## src/rtl/mov_pkg.sv

```systemverilog
// Shared types and instruction-field layout for the MOV bus sequencer.
package mov_pkg;

    typedef enum logic [1:0] {
        IDLE  = 2'd0,
        DRIVE = 2'd1,
        LOAD  = 2'd2,
        DONE  = 2'd3
    } state_t;

    localparam logic [3:0] MOV_OP = 4'b0001;
    localparam int         OP_W   = 4;

    // Instruction word is {opcode, dst, src} with src in the LSBs.
    localparam int SRC_LSB = 0;

    function automatic int dst_lsb(input int rw);
        return rw;
    endfunction

    function automatic int op_lsb(input int rw);
        return 2 * rw;
    endfunction

endpackage

```

## src/rtl/onehot_dec.sv

```systemverilog
// Binary-to-one-hot decoder with enable; all-zero output when disabled.
module onehot_dec #(
    parameter int RW   = 2,
    parameter int NREG = 4
) (
    input  logic [RW-1:0]   sel,
    input  logic            en,
    output logic [NREG-1:0] dec
);

    // One output bit per register index, only the selected one when enabled.
    always_comb begin
        dec = '0;
        for (int i = 0; i < NREG; i++) begin
            if (en && (int'(sel) == i)) dec[i] = 1'b1;
        end
    end

endmodule

```

## src/rtl/mov_bus_sequencer.sv

```systemverilog
// Bus initiator: sequences one MOV at a time as source-drive, load, done.
module mov_bus_sequencer
    import mov_pkg::*;
#(
    parameter int         NREG   = 4,
    parameter int         RW     = 2,
    parameter int         DW     = 8,
    parameter int         SETTLE = 1,
    parameter logic [3:0] MOV_OP = mov_pkg::MOV_OP
) (
    input  logic              clk,
    input  logic              rst_n,
    input  logic [4+2*RW-1:0] instr,
    input  logic              instr_valid,
    output logic              instr_ready,
    input  logic [DW-1:0]     bus,
    output logic [NREG-1:0]   oe,
    output logic [NREG-1:0]   ld,
    output logic              done,
    output logic              err,
    output logic [DW-1:0]     bus_q
);

    localparam int OP_LSB  = op_lsb(RW);
    localparam int DST_LSB = dst_lsb(RW);

    state_t          state_q, state_d;
    logic [RW-1:0]   src_q, src_d, dst_q, dst_d;
    logic            err_q, err_d;
    logic [3:0]      cnt_q, cnt_d;
    logic [NREG-1:0] oe_nx, ld_nx;
    logic            illegal;

    wire [OP_W-1:0] op_i  = instr[OP_LSB +: OP_W];
    wire [RW-1:0]   dst_i = instr[DST_LSB +: RW];
    wire [RW-1:0]   src_i = instr[SRC_LSB +: RW];

    // Out-of-range indices only exist when NREG < 2**RW; treat them like a bad opcode.
    assign illegal = (op_i != MOV_OP) || (int'(src_i) >= NREG) || (int'(dst_i) >= NREG);

    // Next-state, field latching and settle countdown.
    // Only the illegal verdict of the opcode is kept; nothing else needs it.
    always_comb begin
        state_d = state_q;
        src_d   = src_q;
        dst_d   = dst_q;
        err_d   = err_q;
        cnt_d   = cnt_q;
        case (state_q)
            IDLE: begin
                if (instr_valid) begin
                    src_d = src_i;
                    dst_d = dst_i;
                    err_d = illegal;
                    if (illegal || (src_i == dst_i)) begin
                        state_d = DONE;
                    end else begin
                        state_d = DRIVE;
                        cnt_d   = 4'(SETTLE - 1);
                    end
                end
            end
            DRIVE: begin
                if (cnt_q == 4'd0) state_d = LOAD;
                else               cnt_d   = cnt_q - 4'd1;
            end
            LOAD:    state_d = DONE;
            DONE:    state_d = IDLE;
            default: state_d = IDLE;
        endcase
    end

    // Enables are decoded from the next state so the output flops are glitch-free.
    onehot_dec #(.RW(RW), .NREG(NREG)) u_oe_dec (
        .sel (src_d),
        .en  ((state_d == DRIVE) || (state_d == LOAD)),
        .dec (oe_nx)
    );

    onehot_dec #(.RW(RW), .NREG(NREG)) u_ld_dec (
        .sel (dst_d),
        .en  (state_d == LOAD),
        .dec (ld_nx)
    );

    // State, latched fields and registered Moore outputs; reset kills enables at once.
    always_ff @(posedge clk or negedge rst_n) begin
        if (!rst_n) begin
            state_q     <= IDLE;
            src_q       <= '0;
            dst_q       <= '0;
            err_q       <= 1'b0;
            cnt_q       <= '0;
            oe          <= '0;
            ld          <= '0;
            done        <= 1'b0;
            err         <= 1'b0;
            instr_ready <= 1'b1;
        end else begin
            state_q     <= state_d;
            src_q       <= src_d;
            dst_q       <= dst_d;
            err_q       <= err_d;
            cnt_q       <= cnt_d;
            oe          <= oe_nx;
            ld          <= ld_nx;
            done        <= (state_d == DONE);
            err         <= (state_d == DONE) && err_d;
            instr_ready <= (state_d == IDLE);
        end
    end

    // Debug capture of the bus on the same edge the destination loads.
    always_ff @(posedge clk or negedge rst_n) begin
        if (!rst_n)                bus_q <= '0;
        else if (state_q == LOAD)  bus_q <= bus;
    end

    a_oe_onehot: assert property (@(posedge clk) disable iff (!rst_n) $onehot0(oe));
    a_ld_onehot: assert property (@(posedge clk) disable iff (!rst_n) $onehot0(ld));
    a_ld_has_oe: assert property (@(posedge clk) disable iff (!rst_n) (ld == '0) || (oe != '0));
    a_no_overlap: assert property (@(posedge clk) disable iff (!rst_n) (oe & ld) == '0);

endmodule

```

## config.mk

```make
export PLATFORM = sky130hd
export DESIGN_NAME = mov_bus_sequencer
export DESIGN_NICKNAME = d
export VERILOG_FILES = /design/src/rtl/mov_pkg.sv /design/src/rtl/onehot_dec.sv /design/src/rtl/mov_bus_sequencer.sv
export SDC_FILE = /design/constraint.sdc
export NUM_CORES = 1
export LEC_CHECK = 0
export ABC_AREA = 1
export BUFFER_PORTS_ARGS = -buffer_cell sky130_fd_sc_hd__buf_2
export CAP_MARGIN = 30
export CORE_UTILIZATION = 50
export CTS_BUF_LIST = sky130_fd_sc_hd__clkbuf_4 sky130_fd_sc_hd__clkbuf_8 sky130_fd_sc_hd__clkbuf_16
export DETAILED_ROUTE_END_ITERATION = 8
export GPL_TIMING_DRIVEN = 0
export PLACE_DENSITY = 0.78
export SLEW_MARGIN = 20
export SYNTH_ARGS = -nofsm -noshare
export SYNTH_HDL_FRONTEND = slang
export SYNTH_SLANG_ARGS = --single-unit
```

## constraint.sdc

```tcl
create_clock -name clk -period 2 [get_ports clk]
set_input_delay 0.4 -clock clk [delete_from_list [all_inputs] [get_ports clk]]
set_output_delay 0.4 -clock clk [all_outputs]
set_load 0.05 [all_outputs]
```

Word level (Yosys, flattened, before mapping)
Index checks and enable logic that the tools add are counted.
W data, S select, Z words.
{"block": "word_totals", "register_bits": 30, "wordCells": 69, "input_bits": 19, "output_inout_bits": 19}
{"block": "classes", "reduce_logical": 18, "mux": 22, "add_sub_neg": 1, "n_eq_ne": 17}
{"cell": "$eq A2 B2 Y1 const B", "n": 8}
{"cell": "$mux W2", "n": 7}
{"cell": "$mux W4", "n": 3}
{"cell": "$mux W1", "n": 10}
{"cell": "$logic_and A1 B1 Y1", "n": 9}
{"cell": "$eq A2 B1 Y1 const B", "n": 4}
{"cell": "$logic_not A2 Y1", "n": 4}
{"cell": "$pmux W2 S4", "n": 1}
{"cell": "$pmux W4 S2", "n": 1}
{"cell": "$ne A2 B2 Y1 const B", "n": 3}
{"cell": "$logic_not A4 Y1", "n": 1}
{"cell": "$ne A4 B1 Y1 const B", "n": 1}
{"cell": "$reduce_and A4 Y1", "n": 1}
{"cell": "$sub A4 B1 Y4 const B", "n": 1}
{"cell": "$eq A2 B2 Y1", "n": 1}
{"cell": "$logic_or A1 B1 Y1", "n": 2}
{"cell": "$reduce_bool A2 Y1", "n": 1}

Depth between registers and ports, before layout
{"block": "logic_depth", "ltp_word": 9, "mapped_depth": 11, "ltp_nobuf": 11}

By module
From an unflattened synthesis, not the netlist that was laid out.
{"block": "hier_totals", "hier_cells": 145, "area_unflattened_um2": 1282.5}
{"mod": "mov_bus_sequencer", "cells_per_inst": 129, "seq_area_each_um2": 752.0, "n_inst": 1, "area_each_um2": 1222.4}
{"mod": "onehot_dec", "cells_per_inst": 8, "seq_area_each_um2": 0.0, "n_inst": 2, "area_each_um2": 30.0}

Worst setup path after synthesis
No wires, ideal clock.
{"block": "synth_timing", "path_kind": "register to register", "startpoint": "register cnt_q[0]", "endpoint": "register oe[0]", "period_less_slack_ns": 1.616, "n_path_buf": 0, "setup_ns": 0.125, "arrival_ns": 1.491, "t_required_ns": 1.875, "slack_ns": 0.384, "path_stages_with_launch": 10, "path_cell_list": "dfrtp_1 -> inv_1 -> ha_1 -> nand2_1 -> o21ai_0 -> nand3_1 -> inv_1 -> ha_1 -> o211ai_1 -> nor2_1"}
{"block": "synth_between", "elab_chain_len": 7, "word_cells_on_any_way": 8, "cone_classes": "eq/ne: 2; mux: 3; reduce/logical: 3"}
{"element": "start, declared", "line": "mov_bus_sequencer.sv:30", "rtl": "logic [3:0] cnt_q, cnt_d;"}
{"element": "start signal, assigned", "line": "mov_bus_sequencer.sv:104", "rtl": "cnt_q <= cnt_d;"}
{"element": "$logic_not A4 Y1 *", "line": "mov_bus_sequencer.sv:64", "rtl": "if (cnt_q == 4'd0) state_d = LOAD;"}
{"element": "$mux W2 *", "line": "mov_bus_sequencer.sv:64"}
{"element": "$pmux W2 S4 *", "line": "mov_bus_sequencer.sv:49", "rtl": "case (state_q)"}
{"element": "net state_d[0]", "line": "mov_bus_sequencer.sv:27", "rtl": "state_t state_q, state_d;"}
{"element": "$eq A2 B1 Y1 / $eq A2 B2 Y1 (equally long branches)", "line": "mov_bus_sequencer.sv:76", "rtl": ".en ((state_d == DRIVE) || (state_d == LOAD)),"}
{"element": "$logic_or A1 B1 Y1 *", "line": "mov_bus_sequencer.sv:76"}
{"element": "$logic_and A1 B1 Y1 *", "line": "onehot_dec.sv:15", "rtl": "if (en && (int'(sel) == i)) dec[i] = 1'b1;"}
{"element": "$mux W1 *", "line": "onehot_dec.sv:15"}
{"element": "net oe_nx[0]", "line": "mov_bus_sequencer.sv:31", "rtl": "logic [NREG-1:0] oe_nx, ld_nx;"}
{"element": "end signal, assigned", "line": "mov_bus_sequencer.sv:105", "rtl": "oe <= oe_nx;"}
{"element": "end, declared", "line": "mov_bus_sequencer.sv:17", "rtl": "output logic [NREG-1:0] oe,"}
Mark *: on every way through the listed nets, which the timed path passes. The rest lies on a longest branch.
A chain may end at the register's enable or synchronous reset.

Worst setup path after layout
{"block": "layout_timing", "startpoint": "register state_q[1]", "endpoint": "register oe[2]"}
{"block": "layout_between", "elab_chain_len": 6, "word_cells_on_any_way": 14, "cone_classes": "eq/ne: 6; mux: 5; reduce/logical: 3"}
{"element": "start, declared", "line": "mov_bus_sequencer.sv:27"}
{"element": "start signal, assigned", "line": "mov_bus_sequencer.sv:100", "rtl": "state_q <= state_d;"}
{"element": "$eq A2 B2 Y1, or another cell as far along", "line": "mov_bus_sequencer.sv:49"}
{"element": "$pmux W2 S4 *", "line": "mov_bus_sequencer.sv:49"}
{"element": "net state_d[0]", "line": "mov_bus_sequencer.sv:27"}
{"element": "$eq A2 B1 Y1 / $eq A2 B2 Y1 (equally long branches)", "line": "mov_bus_sequencer.sv:76"}
{"element": "$logic_or A1 B1 Y1 *", "line": "mov_bus_sequencer.sv:76"}
{"element": "$logic_and A1 B1 Y1 *", "line": "onehot_dec.sv:15"}
{"element": "$mux W1 *", "line": "onehot_dec.sv:15"}
{"element": "net oe_nx[2]", "line": "mov_bus_sequencer.sv:31"}
Marks and branches as above.

==> flow_metrics.tcl <==
set metrics [dict create \
    run_status "finished clean" \
    finalSetupViolations 0 \
    synth_nets 165 \
    cts_tree "built" \
    tightestPinTransition_ns 0.640 \
    hold_viol 0 \
    area_growth_syn_to_layout_pct 23.8 \
    track_usage_pct 21.9 \
    synth_warnings 0 \
    cp_top_family "simple AND/OR/NAND/NOR gates" \
    clk_latency_ns 0.33 \
    design.core.area_sq_um 2300 \
    crit_path_max_fanout 10 \
    start_util_pct 55.3 \
    vias_per_cell 4.84 \
    period_share_pct 90.6 \
    clock_skew_ns 0.0101 \
    io_buffers 37 \
    synth_top_family_by_area "simple AND/OR/NAND/NOR gates" \
    start_kind "register" \
    grt_max_degree 31 \
    clk_pin_slew_ns 0.10 \
    netlist-cell-type-count 20 \
    cpPeakStageDelay_ns 0.38 \
    place_area_sq_um 1490 \
    synth-adder-area-share_pct 3.94 \
    ant_nets 0 \
    max_freq_mhz 552 \
    holdWs_ns 0.0791 \
    p_leak_uw 0.000901 \
    drive_gt1_share_pct 30.5 \
    die_width_microns 52.4 \
    powerDensity_nw_per_um2 1890 \
    fin_area_sq_um 1570 \
    cts_sinks 30 \
    syn_inst 142 \
    cts_buffers 5 \
    cp_slowest_cell "dfrtp_1" \
    drc 0 \
    grt_setup_unrepaired "no" \
    yosysSeqAreaShare_pct 59.2 \
    post-route-min-period_ns 1.81 \
    endpoint_kind "register" \
    num_antenna_cells 0 \
    path_class "reg -> reg" \
    timing.setup.tns_ns 0 \
    finalMaxSlewViolations 0 \
    cts_buffer_depth 2 \
    path_buf_inv 3 \
    synthXorXnorAreaFrac_pct 0.690 \
    slew_headroom_pct 57.3 \
    syn_area_sq_um 1270 \
    die_area_sq_um 2750 \
    ys_seq_elements 30 \
    place.detailed.hpwl_microns 1790 \
    synth.avg_cell_area_sq_um 8.94 \
    num_rows 17 \
    drtIter0Drc 9 \
    cpMostUsedCell "inv_1" \
    ioPinCount 38 \
    muxShareOfSynthArea_pct 0 \
    finalWirelength_microns 2410 \
    synth-simple-area-share_pct 27.0 \
    ctsResizeCount 0 \
    crit_chain "inv_1 > nor2_2 > inv_2 > nand3_1 > inv_1 > ha_1 > o211ai_1 > nor2_1" \
    wl_per_cell_microns 11.2 \
    antenna_found_initial 0 \
    holdBufCountCts 0 \
    grt_overflow 0 \
    synth_compound_area_share_pct 3.94 \
    post_cts_buffers 0 \
    hp-class "in -> async" \
    max_cap_viol_count 0 \
    cts.htree.levels 2 \
    drtPass1Iterations 4 \
    gp_congestion 0.825 \
    ir_worst_vdd_mv 1.07 \
    vias 1040 \
    cp.required_ns 2.22 \
    clock-root-buffer "clkbuf_4" \
    fin_nets 209 \
    arrival_ns 2.03 \
    grt_pass1_wl_microns 4120 \
    die_h_microns 52.4 \
    grt_pass1_vias 1025 \
]
[synth_stat cells]
cell type / number / area [sq um]
nand3_1: 9 / 45.0
or2_2: 2 / 12.5
o21ai_2: 2 / 17.5
ha_1: 4 / 50.1
inv_2: 3 / 11.3
dfstp_2: 1 / 26.3
inv_1: 13 / 48.8
o21ai_0: 2 / 10.0
o21ai_1: 1 / 5.00
dfrtp_1: 29 / 726
nand2_4: 1 / 11.3
a21oi_1: 2 / 10.0
nor2_2: 2 / 12.5
nor3_1: 1 / 5.00
or2_1: 2 / 12.5
nor2_1: 14 / 52.6
o211ai_1: 1 / 7.51
nand2_1: 51 / 191
inv_4: 1 / 6.26
xnor2_1: 1 / 8.76
[report_power, final]
| part | switching (uW) | internal (uW) | total (uW) |
|---|---|---|---|
| sequential | 101 | 857 | 958 |
| clock | 206 | 292 | 498 |
| combinational | 1120 | 388 | 1510 |
| total | 1430 | 1540 | 2970 |
[final timing paths]
check / from / end / slack, ns / cells past startpoint
setup / recovery: state_q[1] / oe[2] / 0.19 / 8
hold / removal: rst_n / dst_q[1] / 0.08 / 1
setup reg to reg: state_q[1] / oe[2] / 0.19 / 8
hold reg to reg: bus_q[6] / bus_q[6] / 0.48 / 2
max in group asynchronous: rst_n / bus_q[0] / 1.50 / 1
min in group clk: bus[4] / bus_q[4] / 0.26 / 3
[routing by layer]
| metal | share of wire (%) | GRT usage, % |
|---|---|---|
| met5 | 0 | 0 |
| met4 | 2.6 | 13.6 |
| met3 | 5.9 | 8.70 |
| met2 | 49 | 36.5 |
| met1 | 43 | 22.8 |
[cell type report]
cell class	count	area [sq um]
fillers	187	724
well taps	28	35.0
multi-input cells	95	452
clock buffers	7	52.6
inverters	17	66.3
clock inverters	1	30.0
repair buffers	37	185
flip-flops and latches	30	752
[layout by cell type (no fill, tap or decap), drive strengths merged]
cell type	instances
dfrtp	29
ha	4
buf	37
inv	17
dfstp	1
xnor2	1
a21oi	2
o211ai	1
nor3	1
or2	4
nand2	52
o21ai	5
nor2	16
nand3	9
bufinv	1
clkbuf	7
[through the flow]
stage / setup slack [ns] / total power [uW] / std cells / utilization (%)
after floorplan: 0.384 / 2140 / 142 / -
final: 0.188 / 2970 / 215 / 68.5
after global placement: 0.228 / 2440 / 207 / 64.9
after detailed placement: 0.173 / 2490 / 207 / 64.9
after CTS: 0.145 / 3000 / 215 / 68.5
after global routing: 0.0267 / 3200 / 215 / 68.5
[state kept, by name, summed over array words and instances, names as in the netlist, 2 cells and up]
name	flops
state_q	2
src_q	2
bus_q	8
oe	4
dst_q	2
cnt_q	4
ld	4
[worst register-to-register path, delay by kind of cell (launching register included)]
family                   cells  cell delay, ns
adder cells (fa/ha/maj)      1            0.31
AO/OA/AOI/OAI                1            0.13
flip-flops                   1            0.38
AND/OR/NAND/NOR              3            0.55
buffers and inverters        3            0.32
[cells by family after synthesis]
| group | Yosys count |
|---|---|
| AOI/OAI and AO/OA | 8 |
| buffers and inverters | 17 |
| adders and majority gates | 4 |
| xor gates and xnor gates | 1 |
| DFF | 30 |
| and+or+nand+nor | 82 |
No activity file was read; power rests on OpenSTA's default activity.
